**src/rtl/iic_slave_rx.sv**
```systemverilog
// Write-only I2C target. Oversamples SCL/SDA, decodes START/STOP, ACKs bytes
// addressed to CHIP_ADDR, and turns each data byte into a register-write strobe.
module iic_slave_rx #(
  parameter logic [6:0] CHIP_ADDR   = 7'h50,
  parameter int         SYNC_STAGES = 2
) (
  input  logic       clk,
  input  logic       rstn,
  input  logic       scl_in,
  input  logic       sda_in,
  output logic       sda_oe,
  output logic       wr_en,
  output logic [7:0] wr_addr,
  output logic [7:0] wr_data,
  output logic       busy,
  output logic       nack_evt
);

  typedef enum logic [2:0] {
    IDLE, ADDR, ADDR_ACK, REG, REG_ACK, DATA, DATA_ACK, IGNORE
  } state_t;

  state_t                 state_q, state_d;
  logic [SYNC_STAGES-1:0] scl_sync_q, scl_sync_d;
  logic [SYNC_STAGES-1:0] sda_sync_q, sda_sync_d;
  logic                   scl_prev_q, scl_prev_d;
  logic                   sda_prev_q, sda_prev_d;
  logic [7:0]             shift_q, shift_d;
  logic [2:0]             cnt_q, cnt_d;
  logic                   full_q, full_d;
  logic [7:0]             wr_addr_q, wr_addr_d;
  logic [7:0]             wr_data_q, wr_data_d;
  logic                   wr_en_q, wr_en_d;
  logic                   sda_oe_q, sda_oe_d;
  logic                   busy_q, busy_d;
  logic                   nack_q, nack_d;

  logic scl_s, sda_s;
  logic scl_rise, scl_fall, start_det, stop_det;
  logic byte_state, addr_match;

  always_comb begin
    scl_sync_d = {scl_sync_q[SYNC_STAGES-2:0], scl_in};
    sda_sync_d = {sda_sync_q[SYNC_STAGES-2:0], sda_in};
    scl_s      = scl_sync_q[SYNC_STAGES-1];
    sda_s      = sda_sync_q[SYNC_STAGES-1];
    scl_prev_d = scl_s;
    sda_prev_d = sda_s;
    scl_rise   = scl_s & ~scl_prev_q;
    scl_fall   = ~scl_s & scl_prev_q;
    start_det  = scl_s & scl_prev_q & sda_prev_q & ~sda_s;
    stop_det   = scl_s & scl_prev_q & ~sda_prev_q & sda_s;
    byte_state = (state_q == ADDR) || (state_q == REG) || (state_q == DATA);
    addr_match = (shift_q[7:1] == CHIP_ADDR) && !shift_q[0];
  end

  // Line events take priority; otherwise bits shift in on SCL rise and each
  // completed byte is acted upon at the following SCL fall, when SDA may change.
  always_comb begin
    state_d   = state_q;
    shift_d   = shift_q;
    cnt_d     = cnt_q;
    full_d    = full_q;
    wr_addr_d = wr_addr_q;
    wr_data_d = wr_data_q;
    wr_en_d   = 1'b0;
    sda_oe_d  = sda_oe_q;
    busy_d    = busy_q;
    nack_d    = 1'b0;

    if (start_det) begin
      state_d  = ADDR;
      shift_d  = 8'h00;
      cnt_d    = 3'd0;
      full_d   = 1'b0;
      sda_oe_d = 1'b0;
    end else if (stop_det) begin
      state_d  = IDLE;
      cnt_d    = 3'd0;
      full_d   = 1'b0;
      sda_oe_d = 1'b0;
      busy_d   = 1'b0;
    end else if (byte_state && scl_rise && !full_q) begin
      shift_d = {shift_q[6:0], sda_s};
      cnt_d   = cnt_q + 3'd1;
      if (cnt_q == 3'd7) begin
        full_d = 1'b1;
      end
    end else if (byte_state && scl_fall && full_q) begin
      full_d   = 1'b0;
      cnt_d    = 3'd0;
      sda_oe_d = 1'b1;
      unique case (state_q)
        ADDR: begin
          if (addr_match) begin
            state_d = ADDR_ACK;
            busy_d  = 1'b1;
          end else begin
            state_d  = IGNORE;
            sda_oe_d = 1'b0;
            busy_d   = 1'b0;
            nack_d   = 1'b1;
          end
        end
        REG: begin
          wr_addr_d = shift_q;
          state_d   = REG_ACK;
        end
        default: begin
          wr_data_d = shift_q;
          wr_en_d   = 1'b1;
          state_d   = DATA_ACK;
        end
      endcase
    end else if (scl_fall) begin
      unique case (state_q)
        ADDR_ACK: begin
          sda_oe_d = 1'b0;
          state_d  = REG;
        end
        REG_ACK: begin
          sda_oe_d = 1'b0;
          state_d  = DATA;
        end
        DATA_ACK: begin
          sda_oe_d  = 1'b0;
          wr_addr_d = wr_addr_q + 8'd1;
          state_d   = DATA;
        end
        default: begin
        end
      endcase
    end
  end

  always_ff @(posedge clk) begin
    if (!rstn) begin
      state_q    <= IDLE;
      scl_sync_q <= '1;
      sda_sync_q <= '1;
      scl_prev_q <= 1'b1;
      sda_prev_q <= 1'b1;
      shift_q    <= 8'h00;
      cnt_q      <= 3'd0;
      full_q     <= 1'b0;
      wr_addr_q  <= 8'h00;
      wr_data_q  <= 8'h00;
      wr_en_q    <= 1'b0;
      sda_oe_q   <= 1'b0;
      busy_q     <= 1'b0;
      nack_q     <= 1'b0;
    end else begin
      state_q    <= state_d;
      scl_sync_q <= scl_sync_d;
      sda_sync_q <= sda_sync_d;
      scl_prev_q <= scl_prev_d;
      sda_prev_q <= sda_prev_d;
      shift_q    <= shift_d;
      cnt_q      <= cnt_d;
      full_q     <= full_d;
      wr_addr_q  <= wr_addr_d;
      wr_data_q  <= wr_data_d;
      wr_en_q    <= wr_en_d;
      sda_oe_q   <= sda_oe_d;
      busy_q     <= busy_d;
      nack_q     <= nack_d;
    end
  end

  assign sda_oe   = sda_oe_q;
  assign wr_en    = wr_en_q;
  assign wr_addr  = wr_addr_q;
  assign wr_data  = wr_data_q;
  assign busy     = busy_q;
  assign nack_evt = nack_q;

endmodule

```
**config.mk**
```make
export PLATFORM = sky130hd
export DESIGN_NAME = iic_slave_rx
export DESIGN_NICKNAME = d
export VERILOG_FILES = /design/src/rtl/iic_slave_rx.sv
export SDC_FILE = /design/constraint.sdc
export NUM_CORES = 1
export LEC_CHECK = 0
export CORE_MARGIN = 4
export CORE_UTILIZATION = 30
export CTS_CLUSTER_DIAMETER = 120
export CTS_CLUSTER_SIZE = 20
export DETAILED_ROUTE_END_ITERATION = 12
export PLACE_DENSITY = 0.49
export SYNTH_ARGS = -nofsm -noshare
export SYNTH_HDL_FRONTEND = slang
export SYNTH_SLANG_ARGS = --single-unit
```
**constraint.sdc**
```tcl
create_clock -name clk -period 4.2 [get_ports clk]
set_input_delay 0.84 -clock clk [delete_from_list [all_inputs] [get_ports clk]]
set_output_delay 0.84 -clock clk [all_outputs]
set_load 0.01 [all_outputs]
```
==> results.md, run 1 <==
* Worst slew pin tran at 0.882 ns
* Mux cell area share after synthesis at 0.0557
* Leading area contributor after synthesis: dfxtp_1
* Synth Area in Simple Gates at 0.248
* HPWL after DPL at 3.00 mm
* Hold_buf cts at 0
* Register area share after synthesis at 0.451
* Max Slew Vio Count at 0
* Worst reg2reg setup slack at 2.11 ns
* Clock Sinks at 41
* DR DRC count at 0
* Most frequent cell after synthesis: dfxtp_1
* Clock-pin slew on the worst setup and hold paths at 0.08 ns
* Sum Neg Setup Slack at 0 ns
* Multi-input gate area at 926 um^2
* Mapped cell area at 0.00182 mm^2
* Yosys cell types at 42
* Initial antenna violation count at 0
* Worst EP required at 4.40 ns
* Total grt overflow at 0
* Worst Hold Class: reg2reg
* Hold Violations, Final at 0
* CTS tree: done
* Die height at 85.9 um
* H-Tree Depth at 2
* Synth cell count leaders: 41 x dfxtp_1, 37 x nand2_1, 28 x a21oi_1
* Relative slew slack at 0.410
* Area grow syn2layout at 21.0%
* Final #Nets at 238
* Final WS setup at 1.75 ns
* Vias in the first global route at 1455
* WL final at 4.32 mm
* Status: finished clean
* Crit share post-route at 0.583
* Setup violators final at 0
* DP Worst Slack at 1.44 ns
* Synth Area in Adders at 0.0206
* Xor/xnor cell area share of the yosys netlist at 0.00481
* Fin cells at 307
* Area contributors post-synth: dfxtp_1 45%, a21oi_1 7.7%, nand2_1 7.6%, mux2i_1 4.9%, nor2b_1 3.4%
* Register area at 821 um^2
* Die width at 85.9 um
* Vias at 1582
* Drt pass-1 iters at 5
* Fillers at 605
* Max Freq at 408 MHz
* CTS Buf Count at 5
* Largest net degree at the start of global routing at 26
* Crit-path max FO at 25
* Leak at 0.728 nW
* Starting Density at 0.307
* Critical path startpoint category: input port
* CTS resizes at 0
* Final ANT Viol Nets at 0
* First-pass GRT wire length at 7.35 mm
* Crit path DAT at 2.65 ns
* Final Power at 739 uW
* Post-synthesis compound-gate area fraction at 0.179
* Cells after DPL at 299
* Gate Count Post-Synth at 212
* First DRT Iteration DRCs at 158
* Seq cells post-synth at 41
* Final hold slack at 0.409 ns
* Final Wtd Congestion at 0.810
* PortBufs at 23
* Fraction of layout cells with a size suffix above 1 at 0.0517
* Min Tclk post-route at 2.45 ns
* Synth top area share at 0.451
* Die area at 0.00738 mm^2
* Vias per cell at 5.15
* Row cnt at 28
* RSZ-0062 raised after global routing: false
* Largest family of logic cells by synthesized area: simple AND/OR/NAND/NOR gates
* Avg Cell Area, Syn at 8.59 um^2
* Clock insertion delay at the later pin of the skew report at 0.29 ns
* Antenna cells at 0
* Cell Pwr Density at 336 mW/mm^2
* Critical Path End Type: flop
* Clock skew at 0.00323 ns
* Max-Cap Viols at 0
* Main synth FF type: dfxtp_1
* CTS max path bufs at 2
* Post-synth ARST share at 0
* Root Driver: clkbuf_8
* Critical setup path kind: in2reg
* Core ar. at 0.00592 mm^2
* Warnings from Yosys at 0
* Drt wl/cell at 14.1 um
* Post-CTS Setup Bufs at 0
* Syn_nets at 219
* Number of flops mapped to enable cells by yosys at 0
* Gr usage total at 0.125
* Number of I/O pins at 24
* Max VDD drop at 0.130 mV
-- worst paths after layout --
kind	from	depth (start not counted)	to
setup / recovery	rstn	3	nack_evt
hold / removal	sda_sync_q[0]	1	sda_sync_q[1]
setup reg to reg	state_q[0]	4	wr_addr[5]
hold reg to reg	sda_sync_q[0]	1	sda_sync_q[1]
-- report_power, final --
part	switching [mW]	leakage, nW	total, mW	internal (mW)
Clock	0.132	0.0585	0.326	0.194
Sequential	0.00352	0.331	0.395	0.391
Combinational	0.0111	0.338	0.0186	0.00750
Total	0.146	0.728	0.739	0.593
-- stage by stage --
step | utilization | area, um^2
after detailed placement | 0.352 | 2090
after floorplan | - | 1820
after global placement | 0.352 | 2090
final | 0.372 | 2200
after global routing | 0.372 | 2200
after CTS | 0.372 | 2200
-- area by class of cell --
class,instances,area share
multi-input cells,157,0.420
flip-flops and latches,41,0.373
well taps,75,0.0426
clock inverters,1,0.0136
repair buffers,24,0.108
clock buffers,7,0.0392
inverters,2,0.00341
-- critical path, stage by stage --
cell	delay [ns]
clkdlybuf4s50_1	1.05
o21ai_1	0.46
nor3b_1	0.30
-- metal layers --
metal,vias up,part of all wire,track usage,wire length [um]
met5,-,0,0,0
met3,4,0.051,0.0317,222
li1,788,-,-,-
met4,0,0.012,0.0475,53
met1,744,0.50,0.178,2150
met2,46,0.44,0.179,1900
-- flip-flops by register name (all words and copies together), names as in the netlist, 2 cells and up --
register / count
sda_sync_q: 2
wr_addr: 8
wr_data: 8
scl_sync_q: 2
state_q: 3
cnt_q: 3
shift_q: 8
-- cell families after synthesis --
logic type | after synthesis
compound gates | 55
xor+xnor | 1
fa+ha+maj | 3
buf+inv | 14
flops | 41
mux | 10
simple gates | 88
-- cells in the final DEF, fill, tap and decap left out, types with 2 or more instances in the layout --
cell / synthesis / routed
nand2b_1: 9 / 9
nand3_1: 9 / 9
clkbuf_8: 0 / 6
o22ai_1: 5 / 5
o21ai_0: 6 / 6
inv_1: 2 / 2
nor2b_1: 10 / 10
mux2i_1: 9 / 9
nand2_1: 37 / 37
dfxtp_1: 41 / 41
nand3b_1: 2 / 2
o21a_1: 2 / 2
a21oi_1: 28 / 28
nand4_1: 3 / 3
ha_1: 3 / 3
and4_1: 2 / 2
clkdlybuf4s50_1: 0 / 23
nor3_1: 2 / 2
a211oi_1: 2 / 2
o21ai_1: 2 / 2
nor2_1: 6 / 6
No activity file was read; power rests on OpenSTA's default activity.
==> run 2: changes to the inputs <==
==> constraint.sdc (replaced) <==
create_clock -name clk -period 2.5 [get_ports clk]
set_input_delay 0.5 -clock clk [delete_from_list [all_inputs] [get_ports clk]]
set_output_delay 0.5 -clock clk [all_outputs]
set_load 0.01 [all_outputs]
==> run 2 against run 1 <==
- utilization down 0.19 points
- final cell count grew 0.98%
- die area stayed put
- wire length up 0.56%
- critical path type is now reg2reg
- clock-buffer cell count is 1 lower
- sequential power rose by 68%
- setup slack got worse by 1.1 ns
==> results.md, run 2 (synthesis gave the netlist of run 1 again) <==
* Drt wl/cell at 14.0 um
* Final Wtd Congestion at 0.842
* Final hold slack at 0.410 ns
* Relative slew slack at 0.557
* CTS max path bufs at 2
* First-pass GRT wire length at 7.45 mm
* CTS resizes at 0
* Core ar. at 0.00592 mm^2
* Clock-pin slew on the worst setup and hold paths at 0.08 ns
* Critical Path End Type: flop
* HPWL after DPL at 3.15 mm
* Drt pass-1 iters at 4
* Post-CTS Setup Bufs at 0
* Max VDD drop at 0.205 mV
* Cell Pwr Density at 510 mW/mm^2
* Initial antenna violation count at 0
* Sum Neg Setup Slack at 0 ns
* Largest net degree at the start of global routing at 13
* Final ANT Viol Nets at 0
* Crit-path max FO at 12
* R2r startpoint: state_q[0]
* Area grow syn2layout at 20.3%
* Crit path DAT at 2.08 ns
* Clock insertion delay at the later pin of the skew report at 0.29 ns
* Antenna cells at 0
* Die width at 85.9 um
* Die height at 85.9 um
* First DRT Iteration DRCs at 129
* Leading cell type in the layout, fill and taps excluded: dfxtp_1
* Vias per cell at 5.08
* Leak at 0.729 nW
* Critical setup path kind: reg2reg
* Crit share post-route at 0.755
* CTS Buf Count at 5
* Starting Density at 0.307
* DR DRC count at 0
* Hold_buf cts at 0
* Min Tclk post-route at 1.89 ns
* Hold Violations, Final at 0
* Util after Layout at 0.370
* Total grt overflow at 0
* Root Driver: clkbuf_8
* WL final at 4.35 mm
* Number of I/O pins at 24
* Commonest cells after routing, fill and taps aside: 41 x dfxtp_1, 37 x nand2_1, 28 x a21oi_1
* H-Tree Depth at 2
* CTS tree: done
* Fraction of layout cells with a size suffix above 1 at 0.0638
* DP Area at 0.00211 mm^2
* Max Freq at 530 MHz
* Worst reg2reg setup slack at 0.61 ns
* Fin cells at 310
* Vias in the first global route at 1493
* Worst setup endpoint: wr_addr[5]
* Gr usage total at 0.127
* Fillers at 617
* Final #Nets at 241
* Cells after DPL at 302
* Crit path from: state_q[0]
* Final Cell Area at 0.00219 mm^2
* Max Slew Vio Count at 0
* RSZ-0062 raised after global routing: false
* Die area at 0.00738 mm^2
* Vias at 1576
* Final WS setup at 0.613 ns
* Setup violators final at 0
* Row cnt at 28
* Clock skew at 0.00508 ns
* Clock Sinks at 41
* PortBufs at 23
* Max-Cap Viols at 0
* Crit Reg-Reg Endpoint: wr_addr[5]
* Final Power at 1.12 mW
* Worst Hold Class: reg2reg
* Worst EP required at 2.69 ns
* Worst slew pin tran at 0.661 ns
* DP Worst Slack at 0.627 ns
* Worst-case reg-to-reg path depth at 4
* Status: finished clean
* Critical path startpoint category: flop
[run 2: cell types whose count changed in the layout (fill, tap and decap cells not counted)]
cell | before | now
buf_4 | 1 | 4
bufinv_16 | 1 | 0
clkbuf_8 | 6 | 5
clkinv_2 | 0 | 2
[run 2: worst min-delay path by stage]
stage | endpoint | slack, ns | cells past startpoint | from
CTS | sda_sync_q[1] | 0.41 | 1 | sda_sync_q[0]
global route | scl_sync_q[1] | 0.42 | 1 | scl_sync_q[0]
finish | scl_sync_q[1] | 0.41 | 1 | scl_sync_q[0]
floorplan | scl_sync_q[1] | 0.39 | 1 | scl_sync_q[0]
global placement | scl_sync_q[1] | 0.39 | 1 | scl_sync_q[0]
detailed placement | sda_sync_q[1] | 0.39 | 1 | sda_sync_q[0]
[run 2: power by group]
group          switching, mW  total, mW  internal [mW]  leakage (nW)
logic                 0.0189     0.0333         0.0144         0.352
registers            0.00589      0.663          0.657         0.331
clock network          0.227      0.421          0.194        0.0450
total                  0.252       1.12          0.865         0.729
[run 2: final cells by class]
class | count | area [um^2] | area share
clock buffer | 6 | 72.6 | 0.0331
clock inverter | 2 | 10.0 | 0.00457
inverter | 2 | 7.51 | 0.00343
multi-input combinational | 157 | 926 | 0.423
sequential | 41 | 821 | 0.375
tap | 75 | 93.8 | 0.0428
timing repair buffer | 27 | 260 | 0.119
[run 2: layer usage]
layer | up-vias | track usage | wire length [um]
met1 | 723 | 0.177 | 2150
li1 | 793 | - | -
met3 | 8 | 0.0317 | 198
met5 | - | 0 | 0
met4 | 0 | 0.0561 | 85
met2 | 52 | 0.184 | 1920
[run 2: critical path, stage by stage, from the launching register on]
cell	delay [ns]
dfxtp_1	0.54
and4b_1	0.44
nand2_1	0.23
mux2_2	0.32
o221a_2	0.26
